### config.mk
export PLATFORM = sky130hd
export DESIGN_NAME = biu_bus_arbiter
export DESIGN_NICKNAME = d
export VERILOG_FILES = /design/src/rtl/biu_bus_arbiter.sv
export SDC_FILE = /design/constraint.sdc
export NUM_CORES = 1
export LEC_CHECK = 0
export ABC_AREA = 1
export CORE_AREA = 2 2 109 111
export CTS_CLUSTER_SIZE = 10
export DETAILED_ROUTE_END_ITERATION = 6
export DIE_AREA = 0 0 111 113
export GPL_TIMING_DRIVEN = 0
export PLACE_DENSITY = 0.81
export SLEW_MARGIN = 10
export SYNTH_ARGS = -nofsm -noshare
export SYNTH_HDL_FRONTEND = slang
export SYNTH_SLANG_ARGS = --single-unit
### constraint.sdc
create_clock -name clk -period 3.5 [get_ports clk]
set_input_delay 0.7 -clock clk [delete_from_list [all_inputs] [get_ports clk]]
set_output_delay 0.7 -clock clk [all_outputs]
set_load 0.01 [all_outputs]
### src/rtl/biu_bus_arbiter.sv
// Shares one memory read port between the BIUs: lock-based grant, address forwarding, in-order response routing via an owner-ID FIFO.
// Optional build macro BIU_ARB_FIXED_PRIO_EN: fixed lowest-index-first priority instead of round-robin.
module biu_bus_arbiter #(
  parameter int NUM_REQ   = 3,
  parameter int OST_DEPTH = 8,
  parameter int AW        = 32
) (
  input  logic                       clk,
  input  logic                       rst,
  input  logic [NUM_REQ-1:0]         req_lock,
  input  logic [NUM_REQ-1:0]         req_vld,
  input  logic [NUM_REQ*AW-1:0]      req_addr,
  output logic [NUM_REQ-1:0]         req_rdy,
  output logic [NUM_REQ-1:0]         rsp_vld,
  input  logic [NUM_REQ-1:0]         rsp_rdy,
  output logic [AW-1:0]              rsp_addr,
  output logic [AW-1:0]              rsp_data,
  output logic                       mem_vld,
  input  logic                       mem_rdy,
  output logic [AW-1:0]              mem_addr,
  input  logic                       mem_rsp_vld,
  output logic                       mem_rsp_rdy,
  input  logic [AW-1:0]              mem_rsp_addr,
  input  logic [AW-1:0]              mem_rsp_data,
  output logic [$clog2(NUM_REQ)-1:0] owner,
  output logic                       busy
);

  localparam int IW = $clog2(NUM_REQ);
  localparam int PW = $clog2(OST_DEPTH);
  localparam int CW = PW + 1;

  typedef enum logic {IDLE, GRANT} state_t;

  state_t        state_q, state_d;
  logic [IW-1:0] owner_q, owner_d;
  logic [IW-1:0] winner, cand;
  logic          found;
  logic [IW-1:0] id_fifo_q [OST_DEPTH];
  logic [IW-1:0] id_fifo_d [OST_DEPTH];
  logic [PW-1:0] wr_ptr_q, wr_ptr_d, rd_ptr_q, rd_ptr_d;
  logic [CW-1:0] count_q, count_d;
  logic          fifo_full, fifo_empty, push, pop;
  logic [IW-1:0] head;

`ifndef BIU_ARB_FIXED_PRIO_EN
  logic [IW-1:0] rr_ptr_q, rr_ptr_d;
`endif

  // Winner search: first locked requester scanning upward (from rr_ptr with wrap, or from 0).
  always_comb begin
    winner = '0;
    found  = 1'b0;
    cand   = '0;
    for (int i = 0; i < NUM_REQ; i++) begin
`ifdef BIU_ARB_FIXED_PRIO_EN
      cand = IW'(i);
`else
      cand = IW'((int'(rr_ptr_q) + i) % NUM_REQ);
`endif
      if (!found && req_lock[cand]) begin
        found  = 1'b1;
        winner = cand;
      end
    end
  end

  always_comb begin
    state_d = state_q;
    owner_d = owner_q;
`ifndef BIU_ARB_FIXED_PRIO_EN
    rr_ptr_d = rr_ptr_q;
`endif
    mem_vld = 1'b0;
    req_rdy = '0;
    case (state_q)
      IDLE: begin
        if (found) begin
          owner_d = winner;
`ifndef BIU_ARB_FIXED_PRIO_EN
          rr_ptr_d = (winner == IW'(NUM_REQ - 1)) ? '0 : winner + 1'b1;
`endif
          state_d = GRANT;
        end
      end
      GRANT: begin
        // A release cycle forwards nothing; the lock gate below covers that.
        if (!req_lock[owner_q]) begin
          state_d = IDLE;
        end else begin
          mem_vld          = req_vld[owner_q] & ~fifo_full;
          req_rdy[owner_q] = mem_rdy & ~fifo_full;
        end
      end
      default: state_d = IDLE;
    endcase
  end

  assign mem_addr   = req_addr[int'(owner_q)*AW +: AW];
  assign fifo_full  = (count_q == CW'(OST_DEPTH));
  assign fifo_empty = (count_q == '0);
  assign push       = mem_vld & mem_rdy;
  assign head       = id_fifo_q[rd_ptr_q];

  // Response routing is independent of the grant so responses drain under any owner.
  always_comb begin
    rsp_vld       = '0;
    rsp_vld[head] = mem_rsp_vld & ~fifo_empty;
    mem_rsp_rdy   = rsp_rdy[head] & ~fifo_empty;
  end

  assign pop      = mem_rsp_vld & mem_rsp_rdy;
  assign rsp_addr = mem_rsp_addr;
  assign rsp_data = mem_rsp_data;
  assign owner    = owner_q;
  assign busy     = (state_q == GRANT) | ~fifo_empty;

  always_comb begin
    id_fifo_d = id_fifo_q;
    wr_ptr_d  = wr_ptr_q;
    rd_ptr_d  = rd_ptr_q;
    count_d   = count_q;
    if (push) begin
      id_fifo_d[wr_ptr_q] = owner_q;
      wr_ptr_d            = wr_ptr_q + 1'b1;
    end
    if (pop) begin
      rd_ptr_d = rd_ptr_q + 1'b1;
    end
    case ({push, pop})
      2'b10:   count_d = count_q + 1'b1;
      2'b01:   count_d = count_q - 1'b1;
      default: count_d = count_q;
    endcase
  end

  always_ff @(posedge clk) begin
    if (rst) begin
      state_q  <= IDLE;
      owner_q  <= '0;
`ifndef BIU_ARB_FIXED_PRIO_EN
      rr_ptr_q <= '0;
`endif
      wr_ptr_q <= '0;
      rd_ptr_q <= '0;
      count_q  <= '0;
    end else begin
      state_q  <= state_d;
      owner_q  <= owner_d;
`ifndef BIU_ARB_FIXED_PRIO_EN
      rr_ptr_q <= rr_ptr_d;
`endif
      wr_ptr_q <= wr_ptr_d;
      rd_ptr_q <= rd_ptr_d;
      count_q  <= count_d;
    end
  end

  always_ff @(posedge clk) begin
    id_fifo_q <= id_fifo_d;
  end

endmodule

**Word-level counts from Yosys, hierarchy flattened**

Cells that the tools add are included.

- Add/subtract/negate cells: 7
- Reductions and logical operators: 10
- Shifts and indexed selects: 1
- Order comparisons: 10
- Eq/ne operators: 4
- Divide/modulo/power cells: 3
- Bitwise operators: 14
- Mux-type cells: 37

Operator list:

| kind | number |
|---|---|
| $shiftx 96x8->32 | 1 |
| $mod 32x3->32 const B | 2 |
| $mod 3x3->32 const B | 1 |
| $bwmux 16 | 1 |
| $lt 2x3->1 const B | 5 |
| $mux 1 | 15 |
| $mux 2 | 7 |
| $bmux 1 s2 | 6 |
| $ge 4x4->1 const B | 2 |
| $not 3->4 | 2 |
| $pmux 4 s2 | 1 |
| $add 3x1->3 const B | 2 |
| $and 1x1->1 | 6 |
| $and 3x3->3 | 2 |
| $bmux 2 s3 | 1 |
| $demux 2 s3 | 1 |
| $mux 3 | 2 |
| $logic_and 1x1->1 | 5 |
| $add 4x1->4 const B | 1 |
| $demux 1 s2 | 2 |
| $eq 2x2->1 const B | 2 |
| $eq 4x4->1 const B | 1 |
| $ge 2x1->1 const B | 2 |
| $logic_not 4->1 | 1 |
| 12 further kinds | 15 |

- Input bits: 173
- Register bits after elaboration: 31
- Output and inout bits: 107
- Word-level logic and storage cells: 100

**Depth between registers and ports, before layout**

Gate-level depths: netlist of run 1.

- Word-level depth: 12
- Gate-level depth with buffers: 20
- Gate-level depth less buffers: 19

**Worst setup path before layout of run 1**

Ideal clock, no wire load.

- Kind: input port to flip-flop
- From: in req_lock[1]
- To: reg count_q[3]
- Buffers on the path: 0
- Library setup time: 70 ps
- Arrival time: 2493 ps
- Path slack: 937 ps
- Stages: 15
- Required time: 3430 ps
- Cell sequence: inv_1 nand2_1 o21ai_1 a21oi_1 nand2_1 nor2_1 nand2_2 ha_1 ha_1 nand2_1 nor2_1 a211oi_1 xor2_1 nand2_1 a21oi_1

- Cells in the longest elaborated chain, start to end: 7
- Elaborated cells between the ends (all ways): 9
- Those cells by class: eq/ne: 2; mux: 5; bitwise: 1; reduce/logical: 1

Ends and longest elaborated chain:

| what | line | text |
|---|---|---|
| start, declared | 10 | `input logic [NUM_REQ-1:0] req_lock,` |
| $bmux 1 s2 * | 88 | `if (!req_lock[owner_q]) begin` |
| $mux 1 (not written as such) * | 88 |  |
| $mux 1 * | 88 |  |
| $mux 1 * | 76 | `case (state_q)` |
| $and 1x1->1 * | 102 | `assign push = mem_vld & mem_rdy;` |
| $eq 2x1->1 / $eq 2x2->1 (equally long branches) | 130 | `case ({push, pop})` |
| $pmux 4 s2 / $reduce_bool 2->1 (equally long branches) | n/a |  |
| end signal, assigned | 155 | `count_q <= count_d;` |
| end, declared | 42 | `logic [CW-1:0] count_q, count_d;` |

Mark *: on every way between the ends. The rest lies on a longest branch, timed or not. The select of a mux whose other input is x is not followed.
A chain may end at the register's enable or synchronous reset.

**Worst setup path after layout of run 1**

- From: in req_lock[1]
- To: out req_rdy[0]

- Cells in the longest elaborated chain, start to end: 4

Ends and longest elaborated chain:

| what | line | text |
|---|---|---|
| $bmux 1 s2 | 88 |  |
| $mux 1 (not written as such) | 88 |  |
| $mux 3 | 88 |  |
| $mux 3 | 76 |  |
| end, declared | 13 | `output logic [NUM_REQ-1:0] req_rdy,` |

No other way between the ends. The select of a mux whose other input is x is not followed.

==> impl_metrics.csv, run 1 <==
group,metric,value,unit
status,outcome,"finished, final reports clean",
synthesis,synth_top_family_by_area,"simple AND/OR/NAND/NOR gates",
drt,routedWlPerCell,13.18,um
drt,vias,3492,
grt,grt_max_degree,17,
min_path,holdCritStartpoint,"count_q[0]",
setup_path,end_kind,"output port",
synthesis,synth_simple_gate_area_share,37.61,%
drt,viasPerCell,4.259,
timing,min_period,3.285,ns
setup_path,worstPathArrival,2.58,ns
layout,mostFrequentLayoutCell,"clkdlybuf4s50_1",
timing,clock_skew,0.003808,ns
clock_network,clock_sinks,31,
flow_run,cap_violations,0,
clock_network,clock_path_buffers,2,
drt,m1WireLength,4.261,mm
place,portBuffers,214,
floorplanning,start_util,25.62,%
drt,wl_met3,939,um
synthesis,synth_compound_area_share,5.719,%
synthesis,synthCells,454,
place,gp_congestion,0.8409,
synthesis,synth_area_leaders,"nand2_1, buf_4, edfxtp_1",
clock_network,cts-root-buf,"clkbuf_16",
floorplanning,die_w,111,um
clock_network,cts_setup_buffers,0,
pwr,peakVddDrop,242.2,uV
clock_network,cts-htree-levels,2,
drt,drc,0,
synthesis,synth_fa_ha_area_share,4.159,%
setup_path,r2r_cells,19,
setup_path,rr_startpoint,"rd_ptr_q[0]",
place,post-dp-hpwl,9.211,mm
floorplanning,core_area,11270,um2
floorplanning,io_pins,280,
setup_path,required,2.80,ns
drt,top_layer,"met4",
synthesis,synth_xor_area_share,0.9099,%
layout,layout_common_cells,"clkdlybuf4s50_1, nand2_1, buf_4",
timing,rsz0062_at_grt,"false",
clock_network,clkTransAtPathRegs,0.05,ns
timing,worst_hold_slack,0.4827,ns
place,dp_slack,0.1579,ns
timing,setup_ws,0.2154,ns
grt,overflow,0,
timing,setup_viol,0,
min_path,whs_endpoint,"count_q[0]",
synthesis,synth_top_area_share,21.06,%
timing,post-route-period-util,93.85,%
synthesis,synthMuxAreaShare,0,%
pwr,p_leak,0.002384,uW
drt,drt_first_pass_iters,4,
layout,area_growth,85.40,%
setup_path,path_class,"primary input to output port",
clock_network,numCtsBuffers,5,
grt,antenna_found_initial,1,
timing,hold_viol,0,
grt,grt_pass1_vias,3427,
grt,grt_pass1_wl,16.22,mm
timing,setup_tns,0,ns
drt,drt_iter0_markers,175,
pwr,p_per_area,548.0,nW/um2
clock_network,cts_tree,"built",
layout,drive_gt1_share,12.72,%
synthesis,syn_area_per_cell,6.361,um2
synthesis,yosysTopAreaCell,"nand2_1",
drt,antenna_left,0,
setup_path,r2r-end,"count_q[3]",
setup_path,worstPathMaxFanout,3,
floorplanning,row_count,39,
setup_path,reg2reg_slack,0.65,ns
setup_path,critPathLaunchType,"primary input",
layout,final_net_count,857,
clock_network,clock_latency,0.27,ns
timing,maxSlewHeadroom,64.36,%
pwr,power,2934,uW
synthesis,ys_warn_count,0,
timing,drv_slew,0,
synthesis,yosysSeqAreaShare,27.04,%
floorplanning,die_area,12540,um2
synthesis,synth-seq-cells,31,
synthesis,netlist_area,2888,um2
floorplanning,die_h,113,um
drt,drt-total-wl,10.80,mm
drt,wl_met2,5.443,mm
min_path,hp-class,"flop to flop",
timing,fmax,304.5,MHz
min_path,whs_path_depth,1,
synthesis,synth.distinct_cells,29,
synthesis,syn_nets,636,
grt,track_usage,16.11,%
timing,tightest_slew,0.5345,ns
## worst max-delay path: stages
cell and delay [ns]:
clkdlybuf4s50_1 0.48, inv_1 0.07, nand2_1 0.05, o21ai_1 0.06
a21oi_1 0.14, nand2_1 0.10, nor2_1 0.16, inv_1 0.10
nor3_1 0.13, clkdlybuf4s50_1 0.59
## where the power goes
part	internal, uW	switching (uW)
combinational	970	1020
sequential	457	81.1
clock	262	144
## registers in the layout, indices dropped and copies added, names as in the netlist
name and count:
id_fifo_q 16, state_q 1, wr_ptr_q 3, count_q 4
rr_ptr_q 2, rd_ptr_q 3, owner 2
## synth_stat cells
master,number
nor3_1,8
xnor2_1,2
inv_1,45
a21oi_1,15
xor2_1,1
nand3b_1,1
nand4_1,3
o21ai_1,1
edfxtp_1,16
nor2_1,22
inv_2,4
dfxtp_1,15
o211ai_2,1
clkbuf_1,10
ha_1,8
a21oi_2,1
nand2_2,2
a211oi_1,1
nand2_1,162
fa_1,1
nor3_2,2
or2_4,1
nor3b_1,1
nand3_1,51
o21ai_0,10
or2_1,2
a31oi_1,1
nor2_2,2
buf_4,65
## area by class of cell
cell class,count,area (um2)
fillers,1135,5918
clock inverters,1,5.005
flip-flops and latches,31,783.3
clock buffers,7,132.6
repair buffers,214,2145
plain buffers,75,525.5
diodes,1,2.502
multi-input cells,299,1398
well taps,143,178.9
inverters,49,183.9
## worst max path at each step
| stage | from | end | slack, ns |
|---|---|---|---|
| 6_report | req_lock[1] | req_rdy[0] | 0.22 |
| 5_1_grt | req_lock[1] | req_rdy[0] | 0.01 |
| 4_1_cts | owner[1] | mem_addr[16] | 0.13 |
| 3_5_place_dp | req_lock[1] | req_rdy[1] | 0.16 |
| 3_3_place_gp | req_lock[1] | req_rdy[0] | 0.16 |
| 2_1_floorplan | req_lock[1] | count_q[3] | 0.94 |
## logic make-up after synthesis
kind of cell	after synthesis
adder cells (fa/ha/maj)	9
AND/OR/NAND/NOR	257
flip-flops	31
XOR/XNOR	3
AO/OA/AOI/OAI	30
buffers and inverters	124
## per-stage QoR
stage / util (%) / area [um2] / std cells
after detailed placement: 46.21 / 5209 / 811
final: 47.50 / 5354 / 820
after global placement: 46.21 / 5209 / 811
after CTS: 47.43 / 5346 / 819
after global routing: 47.47 / 5351 / 819
after floorplan: - / 2888 / 454
## metal layers
metal	vias to the layer above	track usage, %
li1	1810	-
met1	1512	17.63
met2	160	29.94
met3	10	5.249
met4	0	4.417
met5	-	0
## repair_timing
item,in CTS,in global routing
hold buffers,0,0
resized for setup,0,3
endpoints found under the setup margin,0,13
No activity file was read; power rests on OpenSTA's default activity.
==> run 2, diff against run 1 <==
--- a/config.mk
+++ b/config.mk
@@ -12,6 +12,7 @@
 export DIE_AREA = 0 0 111 113
 export GPL_TIMING_DRIVEN = 0
 export PLACE_DENSITY = 0.81
+export RECOVER_POWER = 50
 export SLEW_MARGIN = 10
 export SYNTH_ARGS = -nofsm -noshare
 export SYNTH_HDL_FRONTEND = slang
==> impl_metrics.csv, run 2 (same netlist as run 1, synthesis figures left out) <==
group,metric,value,unit
status,outcome,"finished, final reports clean",
pwr,p_per_area,545.0,nW/um2
timing,rsz0062_at_grt,"false",
drt,drt-total-wl,10.78,mm
timing,clock_skew,0.003808,ns
layout,layout_common_cells,"nand2_1, clkdlybuf4s50_1, buf_4",
grt,top_usage_layer,"met2",
timing,min_period,3.285,ns
grt,track_usage,16.11,%
drt,routedWlPerCell,13.14,um
place,post-dp-hpwl,9.211,mm
layout,drive_gt1_share,12.43,%
timing,post-route-period-util,93.85,%
floorplanning,start_util,25.62,%
layout,final_net_count,857,
floorplanning,die_h,113,um
setup_path,worstPathArrival,2.58,ns
clock_network,cts_tree,"built",
timing,worst_hold_slack,0.4827,ns
layout,final_util,47.46,%
layout,regMostFlops,"id_fifo_q",
timing,tightest_slew,0.5384,ns
grt,overflow,0,
layout,nFillCells,1135,
setup_path,critPathLaunchType,"primary input",
timing,setup_viol,0,
floorplanning,die_area,12540,um2
clock_network,numCtsBuffers,5,
grt,grt_pass1_vias,3427,
drt,antenna_left,0,
pwr,p_leak,0.002395,uW
setup_path,worstPathMaxFanout,3,
min_path,hp-class,"flop to flop",
floorplanning,core_area,11270,um2
grt,grt_pass1_wl,16.22,mm
timing,fmax,304.5,MHz
grt,antenna_found_initial,1,
layout,area_growth,85.27,%
timing,maxSlewHeadroom,64.10,%
drt,viasPerCell,4.272,
timing,hold_viol,0,
layout,largest_reg_flops,16,
grt,met3_usage,5.249,%
clock_network,cts-htree-levels,2,
floorplanning,row_count,39,
setup_path,required,2.80,ns
clock_network,cts-root-buf,"clkbuf_16",
drt,drt_iter0_markers,166,
drt,drt_first_pass_iters,4,
layout,top_regs,"id_fifo_q (16), count_q (4)",
drt,vias,3503,
drt,drc,0,
pwr,power,2916,uW
layout,final_cells,820,
setup_path,end_kind,"output port",
setup_path,path_class,"primary input to output port",
place,dpl.cell_count,811,
clock_network,clock_path_buffers,2,
grt,grtUsageMet2,29.94,%
floorplanning,io_pins,280,
layout,mostFrequentLayoutCell,"nand2_1",
timing,setup_tns,0,ns
place,gp_congestion,0.8409,
clock_network,clock_sinks,31,
flow_run,cap_violations,0,
grt,grt_max_degree,17,
floorplanning,die_w,111,um
clock_network,clock_latency,0.27,ns
grt,met1_usage,17.63,%
clock_network,clkTransAtPathRegs,0.05,ns
pwr,peakVddDrop,242.1,uV
timing,drv_slew,0,
place,portBuffers,214,
[run 2: cell count changes in the layout (fill, tap and decap cells not counted), sizes merged]
cell           change
clkdlybuf4s50     -58
dlygate4sd3       +58
buf                -1
clkbuf             +1
[run 2: final cells by class]
class	count	area [um2]	area share, %
clock buffer	7	132.6	2.479
buffer	75	521.8	9.752
clock inverter	1	5.005	0.09355
antenna	1	2.502	0.04677
inverter	49	183.9	3.438
multi-input combinational	299	1398	26.12
timing repair buffer	214	2145	40.08
tap	143	178.9	3.344
sequential	31	783.3	14.64
[run 2: repair_timing]
action                     4_1_cts  5_1_grt
setup buffers                    0        0
hold buffers                     0        0
gates resized for setup          0        3
setup endpoints to repair        0       13
[run 2: worst paths after layout]
path               start    endpoint  slack (ns)  depth (start not counted)
max          req_lock[1]  req_rdy[0]        0.22                         10
min           count_q[0]  count_q[0]        0.48                          1
max reg2reg  rd_ptr_q[0]  count_q[3]        0.32                         19
min reg2reg   count_q[0]  count_q[0]        0.48                          1
[run 2: per-stage QoR]
stage | area, um2 | worst slack [ns]
final | 5350 | 0.2154
after global routing | 5348 | 0.009738
after CTS | 5346 | 0.1318
after detailed placement | 5209 | 0.1579
after global placement | 5209 | 0.1619
after floorplan | 2888 | 0.9370
[run 2: power by group]
part	switching, uW	internal (uW)
Combinational	1020	954
Sequential	81.0	457
Clock	144	262
Total	1240	1670
[run 2: worst max-delay path, stage by stage]
cell	delay, ns
clkdlybuf4s50_1	0.48
inv_1	0.07
nand2_1	0.05
o21ai_1	0.06
a21oi_1	0.14
nand2_1	0.10
nor2_1	0.16
inv_1	0.10
nor3_1	0.13
clkdlybuf4s50_1	0.59
[run 2: per-layer routing]
| metal | part of all wire, % | wire length, um |
|---|---|---|
| met4 | 1.5 | 159 |
| met3 | 8.7 | 937 |
| met5 | 0 | 0 |
| met1 | 39 | 4236 |
| met2 | 51 | 5444 |
==> run 3, diff against run 2 <==
--- a/config.mk
+++ b/config.mk
@@ -12,8 +12,7 @@
 export DIE_AREA = 0 0 111 113
 export GPL_TIMING_DRIVEN = 0
 export PLACE_DENSITY = 0.81
-export RECOVER_POWER = 50
-export SLEW_MARGIN = 10
 export SYNTH_ARGS = -nofsm -noshare
 export SYNTH_HDL_FRONTEND = slang
 export SYNTH_SLANG_ARGS = --single-unit
+export TNS_END_PERCENT = 10
==> results of run 3 <==
Same layout as run 1: the final DEF is identical, and so are final timing and power.
